===== src/rtl/tap_pkg.sv =====
// Shared types and constants for the tap gesture decoder.
// Holds the channel state encoding and gesture code values.
package tap_pkg;

    localparam int GEST_W = 3;

    localparam logic [GEST_W-1:0] GEST_NONE = 3'd0;
    localparam logic [GEST_W-1:0] GEST_ONE  = 3'd1;
    localparam logic [GEST_W-1:0] GEST_LONG = 3'd7;

    typedef enum logic [1:0] {
        IDLE    = 2'd0,
        PRESSED = 2'd1,
        GAP     = 2'd2,
        LONG    = 2'd3
    } tap_state_e;

endpackage


===== src/rtl/tap_channel.sv =====
// One tap channel: 2-flop synchroniser, edge detect, tap/gap FSM.
// Ports: clk_1k, rstn (async low), tap_in, window_ms, hold_ms in;
// gest_valid (1-cycle pulse), gest_code, busy out.
// Long press is built only when TAP_LONG_PRESS_EN is defined.
module tap_channel
    import tap_pkg::*;
#(
    parameter int CNT_W    = 16,
    parameter int MAX_TAPS = 3
) (
    input  logic              clk_1k,
    input  logic              rstn,
    input  logic              tap_in,
    input  logic [CNT_W-1:0]  window_ms,
    input  logic [CNT_W-1:0]  hold_ms,
    output logic              gest_valid,
    output logic [GEST_W-1:0] gest_code,
    output logic              busy
);

    localparam logic [GEST_W-1:0] MAX_C = GEST_W'(MAX_TAPS);

    tap_state_e        state_q, state_d;
    logic [1:0]        sync_q, sync_d;
    logic              prev_q, prev_d;
    logic [1:0]        arm_q, arm_d;
    logic [GEST_W-1:0] tap_cnt_q, tap_cnt_d;
    logic [CNT_W-1:0]  cnt_q, cnt_d;
    logic              valid_q, valid_d;
    logic [GEST_W-1:0] code_q, code_d;

    logic              armed, rise, fall, win_hit;
    logic [CNT_W:0]    cnt_p1;
    logic [CNT_W-1:0]  cnt_inc;
    logic [GEST_W-1:0] tap_sat;

    // Edges are masked until the synchroniser has filled after reset,
    // so a level already high at reset release is never a tap.
    assign armed   = (arm_q == 2'd3);
    assign rise    = armed & sync_q[1] & ~prev_q;
    assign fall    = armed & ~sync_q[1] & prev_q;

    // Compare in CNT_W+1 bits so counter+1 never wraps; a window of 0
    // is always hit on the first gap cycle, same as a window of 1.
    assign cnt_p1  = {1'b0, cnt_q} + {{CNT_W{1'b0}}, 1'b1};
    assign win_hit = cnt_p1 >= {1'b0, window_ms};
    assign cnt_inc = (&cnt_q) ? cnt_q : cnt_p1[CNT_W-1:0];
    assign tap_sat = (tap_cnt_q >= MAX_C) ? tap_cnt_q
                                          : tap_cnt_q + GEST_ONE;

`ifdef TAP_LONG_PRESS_EN
    logic hold_hit;
    assign hold_hit = (hold_ms != '0) && (tap_cnt_q == GEST_ONE)
                      && (cnt_p1 >= {1'b0, hold_ms});
`else
    logic unused_hold;
    assign unused_hold = ^hold_ms;
`endif

    always_comb begin
        sync_d = {sync_q[0], tap_in};
        prev_d = sync_q[1];
        arm_d  = armed ? arm_q : arm_q + 2'd1;
    end

    always_ff @(posedge clk_1k or negedge rstn) begin
        if (!rstn) begin
            state_q <= IDLE;
        end else begin
            state_q <= state_d;
        end
    end

    always_ff @(posedge clk_1k or negedge rstn) begin
        if (!rstn) begin
            sync_q    <= '0;
            prev_q    <= 1'b0;
            arm_q     <= '0;
            tap_cnt_q <= '0;
            cnt_q     <= '0;
            valid_q   <= 1'b0;
            code_q    <= GEST_NONE;
        end else begin
            sync_q    <= sync_d;
            prev_q    <= prev_d;
            arm_q     <= arm_d;
            tap_cnt_q <= tap_cnt_d;
            cnt_q     <= cnt_d;
            valid_q   <= valid_d;
            code_q    <= code_d;
        end
    end

    always_comb begin
        state_d   = state_q;
        tap_cnt_d = tap_cnt_q;
        cnt_d     = cnt_inc;
        valid_d   = 1'b0;
        code_d    = code_q;
        unique case (state_q)
            IDLE: begin
                cnt_d = '0;
                if (rise) begin
                    state_d   = PRESSED;
                    tap_cnt_d = GEST_ONE;
                end
            end
            PRESSED: begin
                if (fall) begin
                    state_d = GAP;
                    cnt_d   = '0;
                end
`ifdef TAP_LONG_PRESS_EN
                else if (hold_hit) begin
                    state_d = LONG;
                    valid_d = 1'b1;
                    code_d  = GEST_LONG;
                end
`endif
            end
            GAP: begin
                // A rise on the expiry cycle wins: it is one more tap.
                if (rise) begin
                    state_d   = PRESSED;
                    tap_cnt_d = tap_sat;
                    cnt_d     = '0;
                end else if (win_hit) begin
                    state_d = IDLE;
                    valid_d = 1'b1;
                    code_d  = tap_cnt_q;
                end
            end
`ifdef TAP_LONG_PRESS_EN
            LONG: begin
                if (fall) begin
                    state_d = IDLE;
                end
            end
`endif
            default: begin
                state_d = IDLE;
            end
        endcase
    end

    always_comb begin
        busy       = (state_q != IDLE);
        gest_valid = valid_q;
        gest_code  = code_q;
    end

endmodule


===== src/rtl/tap_gesture_decoder.sv =====
// Multi-channel tap gesture decoder: NUM_CH independent tap_channel
// instances. Ports: clk_1k, rstn, tap_in, window_ms, hold_ms in;
// gest_valid, gest_code (3 bits per channel), busy out.
// Define TAP_LONG_PRESS_EN to build long-press detection.
module tap_gesture_decoder
    import tap_pkg::*;
#(
    parameter int NUM_CH   = 4,
    parameter int CNT_W    = 16,
    parameter int MAX_TAPS = 3
) (
    input  logic                     clk_1k,
    input  logic                     rstn,
    input  logic [NUM_CH-1:0]        tap_in,
    input  logic [CNT_W-1:0]         window_ms,
    input  logic [CNT_W-1:0]         hold_ms,
    output logic [NUM_CH-1:0]        gest_valid,
    output logic [NUM_CH*GEST_W-1:0] gest_code,
    output logic [NUM_CH-1:0]        busy
);

    for (genvar i = 0; i < NUM_CH; i++) begin : g_ch
        tap_channel #(
            .CNT_W    (CNT_W),
            .MAX_TAPS (MAX_TAPS)
        ) u_ch (
            .clk_1k     (clk_1k),
            .rstn       (rstn),
            .tap_in     (tap_in[i]),
            .window_ms  (window_ms),
            .hold_ms    (hold_ms),
            .gest_valid (gest_valid[i]),
            .gest_code  (gest_code[i*GEST_W +: GEST_W]),
            .busy       (busy[i])
        );
    end

endmodule

===== config.mk =====
export PLATFORM = sky130hd
export DESIGN_NAME = tap_gesture_decoder
export DESIGN_NICKNAME = d
export VERILOG_FILES = /design/src/rtl/tap_pkg.sv /design/src/rtl/tap_channel.sv /design/src/rtl/tap_gesture_decoder.sv
export SDC_FILE = /design/constraint.sdc
export NUM_CORES = 1
export LEC_CHECK = 0
export CAP_MARGIN = 40
export CELL_PAD_IN_SITES_DETAIL_PLACEMENT = 0
export CELL_PAD_IN_SITES_GLOBAL_PLACEMENT = 1
export CORE_ASPECT_RATIO = 1.75
export CORE_MARGIN = 2
export CORE_UTILIZATION = 40
export CTS_CLUSTER_DIAMETER = 40
export CTS_CLUSTER_SIZE = 16
export DETAILED_ROUTE_END_ITERATION = 8
export GPL_TIMING_DRIVEN = 0
export PLACE_DENSITY = 0.79
export SLEW_MARGIN = 30
export SYNTH_ARGS = -nofsm -noshare
export SYNTH_HDL_FRONTEND = slang
export SYNTH_HIERARCHICAL = 1
export SYNTH_SLANG_ARGS = --single-unit

===== constraint.sdc =====
create_clock -name clk_1k -period 3.5 [get_ports clk_1k]
set_input_delay 0.7 -clock clk_1k [delete_from_list [all_inputs] [get_ports clk_1k]]
set_output_delay 0.7 -clock clk_1k [all_outputs]
set_load 0.1 [all_outputs]

Word-level counts from Yosys, hierarchy flattened

Cells that the tools add are included.

Input port bits: 38
Output and inout port bits: 20
Word-level logic and storage cells: 204
Register bits: 120

Mux-type cells: 64
$lt $le $gt $ge: 8
$add $sub $neg: 12
Equal/unequal tests: 32
Bitwise operators: 28
Reductions and logical operators: 28

Operators with widths:

| kind                                                                                | count |
|---|---|
| 16-bit 2-to-1 mux                                                                   | 12 |
| 16-bit case mux with 3 select lines                                                 | 4 |
| 16-bit by 1-bit adder with 17-bit output, second input constant                     | 4 |
| 17-bit by 16-bit greater-or-equal comparator with 1-bit output                      | 4 |
| 16-bit AND reduction                                                                | 4 |
| 3-bit 2-to-1 mux                                                                    | 12 |
| 2-bit 2-to-1 mux                                                                    | 16 |
| 2-bit by 1-bit != test with 1-bit output, second input constant                     | 12 |
| 2-bit case mux with 3 select lines                                                  | 4 |
| 3-bit case mux with 2 select lines                                                  | 4 |
| 3-bit AND reduction                                                                 | 8 |
| 1-bit bitwise AND                                                                   | 16 |
| 2-bit == test, second input constant                                                | 8 |
| 4-bit AND reduction                                                                 | 4 |
| 2-bit nonzero test                                                                  | 8 |
| 3-bit by 1-bit adder with 3-bit output, second input constant                       | 4 |
| 3-bit by 2-bit greater-or-equal comparator with 1-bit output, second input constant | 4 |
| 1-bit 2-to-1 mux                                                                    | 12 |
| 3-bit by 1-bit != test with 1-bit output, second input constant                     | 4 |
| 1-bit NOT                                                                           | 12 |
| 2-bit by 1-bit adder with 2-bit output, second input constant                       | 4 |
| 2-bit by 1-bit == test with 1-bit output, second input constant                     | 4 |
| 2-bit logical NOT                                                                   | 4 |
| 2-bit != test, second input constant                                                | 4 |

Logic depth before layout (Yosys ltp)

Gate-level depths: netlist (run 1).

Word-level depth: 5
Mapped depth: 14
Gate-level depth less buffers: 13

Modules after synthesis

The synthesis (run 1) kept the hierarchy.

By module, submodules not included:

| module                         | sequential area each (um^2) | area an instance (um^2) | cells an instance | instances |
|---|---|---|---|---|
| tap_channel (g_ch[0].u_ch ...) | 750.7                       | 1998.2                  | 205               | 3 |
| tap_channel (g_ch[3].u_ch)     | 750.7                       | 1893.1                  | 198               | 1 |

Least setup slack after synthesis (run 1)

OpenSTA, ideal clock, no wires.

Kind: flip-flop to flip-flop
Start: reg g_ch[3].u_ch.cnt_q[0]
End: reg g_ch[3].u_ch.code_q[0]
Arrival time: 2.931 ns
Buffers on the path: 1
Stages on the path, launching flop included: 14
Setup slack: 0.443 ns
Clock period less this slack: 3.057 ns
Data required time: 3.375 ns
Library setup time: 0.125 ns
Cells stage by stage: dfrtp_1 ha_1 and3_1 buf_2 and3_1 xnor2_1 inv_1 ha_1 a211oi_1 nor2_1 a2111o_1 a211o_2 o211ai_4 mux2_4

Cells in the longest elaborated chain, start to end: 3

Ends and longest elaborated chain:

| what                                                           | RTL line          | RTL |
|---|---|---|
| from (decl)                                                    | tap_channel.sv:28 | `logic [CNT_W-1:0] cnt_q, cnt_d;` |
| from (signal assigned)                                         | tap_channel.sv:88 | `cnt_q <= cnt_d;` |
| 16-bit by 1-bit adder with 17-bit output                       | tap_channel.sv:45 | `assign cnt_p1 = {1'b0, cnt_q} + {{CNT_W{1'b0}}, 1'b1};` |
| 17-bit by 16-bit greater-or-equal comparator with 1-bit output | tap_channel.sv:46 | `assign win_hit = cnt_p1 >= {1'b0, window_ms};` |
| 3-bit AND reduction (no source line)                           | --                |  |
| to (signal assigned)                                           | tap_channel.sv:90 | `code_q <= code_d;` |
| to (decl)                                                      | tap_channel.sv:30 | `logic [GEST_W-1:0] code_q, code_d;` |

No other way between the ends.
A chain may end at the register's enable or synchronous reset.

Worst setup path in the final report (run 1)

Start: reg g_ch[3].u_ch.cnt_q[0]
End: reg g_ch[3].u_ch.code_q[2]

Same word-level chain as after synthesis.

==> results of run 1 <==
## critical path, cell delays in order, from the launching register on
cell	delay (ns)
sky130_fd_sc_hd__dfrtp_1	0.44
sky130_fd_sc_hd__ha_1	0.25
sky130_fd_sc_hd__and3_1	0.18
sky130_fd_sc_hd__buf_2	0.15
sky130_fd_sc_hd__and3_1	0.21
sky130_fd_sc_hd__xnor2_2	0.16
sky130_fd_sc_hd__inv_1	0.07
sky130_fd_sc_hd__ha_1	0.30
sky130_fd_sc_hd__a211oi_1	0.24
sky130_fd_sc_hd__nor2_1	0.07
sky130_fd_sc_hd__a2111o_1	0.33
sky130_fd_sc_hd__a211o_2	0.33
sky130_fd_sc_hd__o211ai_4	0.14
sky130_fd_sc_hd__mux2_4	0.33
## registers in the layout, summed over array words and instances, names as in the netlist
register,count
g_ch.u_ch/prev_q,4
g_ch.u_ch/arm_q,8
g_ch.u_ch/gest_valid,4
g_ch.u_ch/cnt_q,64
g_ch.u_ch/state_q,8
g_ch.u_ch/tap_cnt_q,12
g_ch.u_ch/sync_q,8
g_ch.u_ch/gest_code,12
## timing repair
action | in CTS | in global routing
hold buffers | 0 | 0
setup endpoints to repair | 0 | 15
gates resized for setup | 0 | 6
hold endpoints to repair | 0 | 0
## where the power goes
part           internal, mW  leakage [nW]  switching (mW)
Sequential             1.50          1.52           0.134
Clock                  1.08         0.277           0.652
Combinational         0.460          3.20           0.712
Total                  3.04          5.01            1.50
## cells by family (layout without fill, tap and decap cells)
kind of cell	count (synthesis)	after routing
simple gates	268	268
compound gates	160	160
flops	120	120
buf+inv	109	206
fa+ha+maj	80	80
xor+xnor	64	64
mux	12	12
## worst paths after layout
check / endpoint / slack, ns / depth (start not counted)
hold reg to reg: g_ch[3].u_ch/sync_q[1]$_DFF_PN0_ / 0.35 / 0
setup reg to reg: g_ch[3].u_ch/gest_code[2]$_DFFE_PN0P_ / 0.20 / 13
max in group asynchronous: g_ch[1].u_ch/cnt_q[13]$_DFF_PN0_ / 2.61 / 2
hold / removal: g_ch[3].u_ch/gest_code[1]$_DFFE_PN0P_ / 0.17 / 1
min in group clk_1k: g_ch[3].u_ch/sync_q[1]$_DFF_PN0_ / 0.35 / 0
setup / recovery: g_ch[3].u_ch/gest_code[2]$_DFFE_PN0P_ / 0.20 / 13
## layout make-up
class / count / area [sq um] / share of cell area, %
Tap cell: 245 / 307 / 3.19
Buffer: 18 / 72.6 / 0.756
Timing Repair Buffer: 66 / 779 / 8.12
Clock buffer: 19 / 453 / 4.72
Multi-Input combinational cell: 584 / 4520 / 47.1
Clock inverter: 12 / 128 / 1.33
Sequential cell: 120 / 3000 / 31.3
Inverter: 91 / 342 / 3.56
## metal layers
metal	wire length [um]	part of all wire (%)	up-vias	GRT usage (%)
met2	10000	54	106	35.0
met5	0	0	-	0
li1	-	-	3101	-
met1	7270	39	3025	21.2
met4	748	4.0	0	9.13
met3	625	3.3	29	3.19
## cell usage in the layout, fill, tap and decap left out, types with 5 or more instances in the layout
cell type,n
sky130_fd_sc_hd__dfrtp_1,120
sky130_fd_sc_hd__inv_1,91
sky130_fd_sc_hd__ha_1,80
sky130_fd_sc_hd__nor2_1,68
sky130_fd_sc_hd__nand2_1,45
sky130_fd_sc_hd__clkdlybuf4s50_1,40
sky130_fd_sc_hd__xor2_1,34
sky130_fd_sc_hd__nand4_1,31
sky130_fd_sc_hd__o21ai_0,30
sky130_fd_sc_hd__xnor2_1,29
sky130_fd_sc_hd__nand3_1,27
sky130_fd_sc_hd__a21oi_1,24
sky130_fd_sc_hd__buf_8,20
sky130_fd_sc_hd__clkbuf_16,17
sky130_fd_sc_hd__o211a_1,15
sky130_fd_sc_hd__nand2b_1,14
sky130_fd_sc_hd__clkbuf_1,14
sky130_fd_sc_hd__o21ba_2,13
sky130_fd_sc_hd__and3_1,13
sky130_fd_sc_hd__a21o_1,13
sky130_fd_sc_hd__nor3_1,12
sky130_fd_sc_hd__and4_1,11
sky130_fd_sc_hd__a211oi_1,10
sky130_fd_sc_hd__nand3b_1,9
sky130_fd_sc_hd__o2111ai_1,9
sky130_fd_sc_hd__o311a_1,9
sky130_fd_sc_hd__o311ai_1,9
sky130_fd_sc_hd__and2_1,6
sky130_fd_sc_hd__nor2b_1,6
sky130_fd_sc_hd__mux2i_1,5
==> implementation parameters, run 1 <==
Parameter                              Value

Outcome
  Result of the run    complete, no violations

Synth
  Netlist area before placement    0.00789 sq mm
  Xor/xnor share of the synthesized area    a little over 7%
  Post-synthesis share of cell area spent on full adders, half adders and majority gates    roughly an eighth
  Leading register cell type out of synthesis    sky130_fd_sc_hd__dfrtp_1
  Main combinational cell family by area after synthesis    simple AND/OR/NAND/NOR gates
  Synth Net Count    ~930
  Sequential area share after synthesis    between 30% and 40%
  Mux share of post-synthesis cell area    ~1.8%
  Top cell type's share of synthesized area    around two fifths
  Share of synthesized cell area in and, or, nand and nor gates    between 10% and 20%
  Number of flops mapped to enable cells by yosys    0
  Compound-cell area share of the yosys netlist    16.1%
  Commonest cells in the netlist    sky130_fd_sc_hd__dfrtp_1 (120), sky130_fd_sc_hd__inv_1 (91), sky130_fd_sc_hd__ha_1 (80)
  Most common cell in the synthesized netlist    sky130_fd_sc_hd__dfrtp_1
  Mapped Avg Cell Area    roughly 9.7 sq um
  Largest area contributor in the netlist    sky130_fd_sc_hd__dfrtp_1
  Number of warning messages in the yosys log    6
  Async set or reset register ratio after synthesis    100%
  Number of instances in the synthesized netlist    813
  Count of unique library cells instantiated by Yosys    51
  Post-synthesis register bit count    120
  Dominant cells by area after synthesis    sky130_fd_sc_hd__dfrtp_1 (38%), sky130_fd_sc_hd__ha_1 (13%), sky130_fd_sc_hd__inv_1 (4.3%), sky130_fd_sc_hd__xor2_1 (3.8%), sky130_fd_sc_hd__xnor2_1 (3.3%)

Place
  Count of input and output buffers    41
  Setup slack at placement    ~0.12 ns
  Final Wtd Congestion    between 0.8 and 0.9
  Dpl cells    about 1.1k
  Placed inst area    between 0.008 and 0.009 sq mm
  HPWL reported at the end of detailed placement    between 10000 and 15000 um

Timing
  Final critical path time including I/O delays and setup    3.30 ns
  Rel. slew slack    48.7%
  Setup tns final    0 ns
  Final Cycle Share    between 90% and 100%
  Final count of negative-setup-slack endpoints    0
  Post-route worst hold slack    about 0.17 ns
  Max Clk Rate    303 MHz
  Final worst clock skew    0.00669 ns
  Worst setup slack after layout    0.196 ns
  Final-report max-slew violation count    0
  Slew at the pin closest to its max-slew limit    approximately 0.76 ns
  Hold Fails Final Rpt    0

Global routing
  Sum of overflow across all layers after global routing    0
  Maximum number of pins on one net before global-route repair    76
  Wire length of the first global-routing pass    ~31000 um
  Antenna violations before repair    0
  Vias in the first global route    about 6.4k
  All-layer global routing usage    19.3%

Die
  Number of cell rows    about 70
  Initial standard-cell utilization of the core    40.3%
  Horiz. Die Dim    110 um
  Die H    between 150 and 200 um
  Count of boundary I/O pins    58
  Die outline area    between 0.02 and 0.025 sq mm
  Area of the core    between 0.015 and 0.02 sq mm

Route
  DR DRC count    0
  Detailed-routing iteration count for the pre-antenna-repair pass    4
  Per-cell via count in the routed design    5.42
  Count of nets left with antenna violations after detail routing    0
  Detailed Route WL    around 19000 um
  Routed vias    roughly 6.3k
  1st-iter DRT viols    a little under 300
  Wire per inst    between 15 and 20 um

Clock tree
  Clock input transition at the sequential cells of the worst setup and hold paths    0.06 ns
  H-Tree Depth    4
  TritonCTS buffer count    17
  TritonCTS clock tree    yes
  Post-CTS repair timing setup buffer count    0
  Maximum clock path buffer count    2
  Clock Sink Count    120
  Latest clock arrival within the worst-skew pair    around 0.42 ns
  CTS root buf    sky130_fd_sc_hd__clkbuf_16

Final layout
  # fillers    about 1.8k
  Final core occ    around 50%
  Area of all placed cells without fillers    slightly below 0.01 sq mm
  Proportion of layout cells with a drive suffix above 1    approximately an eighth
  Growth of design area from synthesis to finish    21.7%
  Nets    approximately 1k
  Final non-filler cell total    ~1.2k
  Diode insertion count for antenna repair    0

Setup path
  Category of the worst setup path launch point    register
  RR Startpoint    g_ch[3].u_ch/cnt_q[0]$_DFF_PN0_
  Critical path capture point type    register
  Startpoint of the worst setup timing path    g_ch[3].u_ch/cnt_q[0]$_DFF_PN0_
  Arrival time at the worst endpoint    about 3.6 ns
  Critical path peak fanout    5
  Worst Setup Path Type    register to register
  Critical Path RT    ~3.8 ns

Flow run
  Total of max-cap violations    0

Power and ir drop
  Areal power density over the cells    about 470 mW/mm^2
  Largest vdd supply drop    ~0.00052 V
  Overall Power    between 4 and 5 mW
  Leakage power summed over all cells    ~5.0 nW

Hold path
  Hold/Removal Path Class    input port to asynchronous set/reset pin
No activity file was read; power rests on OpenSTA's default activity.
==> run 2: changes to the inputs <==
==> constraint.sdc (replaced) <==
create_clock -name clk_1k -period 3.5 [get_ports clk_1k]
set_input_delay 0.525 -clock clk_1k [delete_from_list [all_inputs] [get_ports clk_1k]]
set_output_delay 0.525 -clock clk_1k [all_outputs]
set_load 0.1 [all_outputs]
==> results of run 2 <==
Same layout as run 1 (identical final DEF). Status: complete, but fails checks: negative hold slack.
Main changes from that run: hold slack 0.168 ns -> -0.00680 ns; number of hold violations in the final report 0 -> 2
==> run 3: changes to the inputs <==
--- a/config.mk
+++ b/config.mk
@@ -15,8 +15,7 @@
 export CTS_CLUSTER_SIZE = 16
 export DETAILED_ROUTE_END_ITERATION = 8
 export GPL_TIMING_DRIVEN = 0
-export PLACE_DENSITY = 0.79
-export SLEW_MARGIN = 30
+export PLACE_DENSITY = 0.82
 export SYNTH_ARGS = -nofsm -noshare
 export SYNTH_HDL_FRONTEND = slang
 export SYNTH_HIERARCHICAL = 1
==> constraint.sdc (replaced) <==
create_clock -name clk_1k -period 3 [get_ports clk_1k]
set_input_delay 0.45 -clock clk_1k [delete_from_list [all_inputs] [get_ports clk_1k]]
set_output_delay 0.45 -clock clk_1k [all_outputs]
set_load 0.1 [all_outputs]
==> implementation parameters, run 3 (synthesized netlist as in run 1, its figures left out) <==
Parameter                              Value

Final layout
  Nets    roughly 1.1k
  Number of flip-flops in the largest register    64
  Leading cell types in the layout, fill and taps excluded    sky130_fd_sc_hd__dfrtp_1 (107), sky130_fd_sc_hd__inv_1 (90), sky130_fd_sc_hd__ha_1 (74)
  Final core occ    a little over half
  Register containing the most flip-flops in the final layout    g_ch.u_ch/cnt_q
  Commonest non-fill, non-tap cell in the layout    sky130_fd_sc_hd__dfrtp_1
  Proportion of layout cells with a drive suffix above 1    a little over a fifth
  Diode insertion count for antenna repair    0
  Growth of design area from synthesis to finish    30.8%

Place
  Final Wtd Congestion    0.814
  Count of input and output buffers    41
  HPWL reported at the end of detailed placement    ~14000 um

Power and ir drop
  Internal power    around 4.0 mW
  Largest vdd supply drop    0.000291 V
  Switching part of the total    a little under a third
  Register share of total power    approximately 33%
  Share of power burned in the clock network    approximately two fifths
  Switching power of the nets    ~1.7 mW
  Combinational cell fraction of total power    ~25%
  Areal power density over the cells    around 560 mW/mm^2
  Leakage power summed over all cells    about 5.3 nW

Setup path
  R2R setup slack    roughly 0.027 ns
  Worst Setup Path Type    register to register
  Category of the worst setup path launch point    register
  Number of cells traversed by the worst register-to-register path    12
  Critical path capture point type    register
  Critical Path RT    about 3.3 ns
  Critical path peak fanout    5
  Arrival time at the worst endpoint    about 3.3 ns

Timing
  Final worst clock skew    a little over 0.009 ns
  Post-route worst hold slack    0.347 ns
  Final Cycle Share    99.1%
  Final-report max-slew violation count    0
  Hold Fails Final Rpt    0
  Final critical path time including I/O delays and setup    roughly 3.0 ns
  Setup repair after global routing missed its margin    true
  Rel. slew slack    between 50% and 60%
  Final count of negative-setup-slack endpoints    0
  Setup tns final    0 ns
  Max Clk Rate    336 MHz
  Slew at the pin closest to its max-slew limit    between 0.6 and 0.7 ns

Global routing
  Vias in the first global route    approximately 6.5k
  Sum of overflow across all layers after global routing    0
  Antenna violations before repair    0
  Wire length of the first global-routing pass    approximately 31000 um
  Maximum number of pins on one net before global-route repair    75
  All-layer global routing usage    between 15 and 20%

Die
  Number of cell rows    68
  Die outline area    0.0209 sq mm
  Horiz. Die Dim    about 110 um
  Area of the core    0.0196 sq mm
  Initial standard-cell utilization of the core    40.3%
  Die H    between 150 and 200 um
  Count of boundary I/O pins    58

Hold path
  Worst Hold Path Cells    0
  Hold/Removal Path Class    register to register

Route
  Per-cell via count in the routed design    about 5.4
  Detailed Route WL    between 15000 and 20000 um
  DR DRC count    0
  1st-iter DRT viols    330
  Detailed-routing iteration count for the pre-antenna-repair pass    5
  Routed vias    ~6.4k
  Count of nets left with antenna violations after detail routing    0
  Wire per inst    16.2 um

Clock tree
  Clock Sink Count    between 100 and 150
  CTS root buf    sky130_fd_sc_hd__clkbuf_16
  Latest clock arrival within the worst-skew pair    just over 0.4 ns
  Clock input transition at the sequential cells of the worst setup and hold paths    about 0.06 ns
  H-Tree Depth    4
  Maximum clock path buffer count    2
  TritonCTS buffer count    17
  TritonCTS clock tree    yes

Outcome
  Result of the run    complete, no violations

Flow run
  Total of max-cap violations    0
run 3: cell count changes in the layout (fill, tap and decap cells not counted), sizes merged:
cell,delta
buf,+38
bufinv,+5
clkbuf,-3
clkdlybuf4s18,-1
clkinv,-1
clkinvlp,-4
dlygate4sd3,+1
run 3: timing repair:
item / in CTS / in global routing
pin swaps: 23 / 21
setup endpoints to repair: 20 / 18
setup buffers: 22 / 15
hold endpoints to repair: 46 / 0
cloned: 0 / 0
hold buffers: 1 / 0
resized for setup: 44 / 35
run 3: final cells by class:
type,instances,area (sq um)
inverters,91,342
well taps,245,307
multi-input cells,584,4810
repair buffers,104,1090
fillers,1732,9250
clock buffers,20,447
clock inverters,12,246
plain buffers,14,56.3
flip-flops and latches,120,3020
run 3: power by group through the flow:
stage / Combinational [mW] / Sequential (mW) / Clock, mW
6_report: 1.45 / 1.91 / 2.40
3_3_place_gp: 1.23 / 1.93 / 0
5_1_grt: 1.61 / 1.93 / 2.52
3_5_place_dp: 1.37 / 1.93 / 0
2_1_floorplan: 0.908 / 1.89 / 0
4_1_cts: 1.41 / 1.91 / 2.45
run 3: worst paths after layout:
path                                                   from                               endpoint
min                        g_ch[0].u_ch/sync_q[0]$_DFF_PN0_       g_ch[0].u_ch/sync_q[1]$_DFF_PN0_
max                         g_ch[3].u_ch/cnt_q[1]$_DFF_PN0_  g_ch[3].u_ch/gest_code[0]$_DFFE_PN0P_
min reg2reg                g_ch[0].u_ch/sync_q[0]$_DFF_PN0_       g_ch[0].u_ch/sync_q[1]$_DFF_PN0_
max reg2reg                 g_ch[3].u_ch/cnt_q[1]$_DFF_PN0_  g_ch[3].u_ch/gest_code[0]$_DFFE_PN0P_
min in group asynchronous                              rstn  g_ch[0].u_ch/gest_code[2]$_DFFE_PN0P_
max in group asynchronous                              rstn        g_ch[2].u_ch/cnt_q[0]$_DFF_PN0_
run 3: worst max-delay path, cell delays in order, from the launching register on:
cell	delay [ns]
sky130_fd_sc_hd__dfrtp_1	0.37
sky130_fd_sc_hd__ha_2	0.20
sky130_fd_sc_hd__and3_4	0.24
sky130_fd_sc_hd__and3_4	0.20
sky130_fd_sc_hd__xnor2_2	0.12
sky130_fd_sc_hd__inv_2	0.07
sky130_fd_sc_hd__ha_4	0.22
sky130_fd_sc_hd__nand4_1	0.09
sky130_fd_sc_hd__nor3_1	0.06
sky130_fd_sc_hd__a2111o_1	0.46
sky130_fd_sc_hd__a211o_2	0.34
sky130_fd_sc_hd__o211ai_4	0.13
sky130_fd_sc_hd__mux2_4	0.33
run 3: stage by stage:
stage	instances	instance area (sq um)	total power, mW	worst slack [ns]
after global placement	1099	8620	3.16	-3.48
after detailed placement	1124	9020	3.30	-0.385
after CTS	1175	10100	5.77	0.0000373
final	1190	10300	5.76	0.0267
after global routing	1190	10300	6.07	-0.0985
after floorplan	813	7910	2.80	0.0270
run 3: layer usage:
layer	share of wire [%]	vias to the layer above	GRT usage, %
met5	0	-	0
met2	55	96	35.2
met1	39	3104	21.5
met3	2.1	36	2.77
li1	-	3156	-
met4	4.1	0	9.76
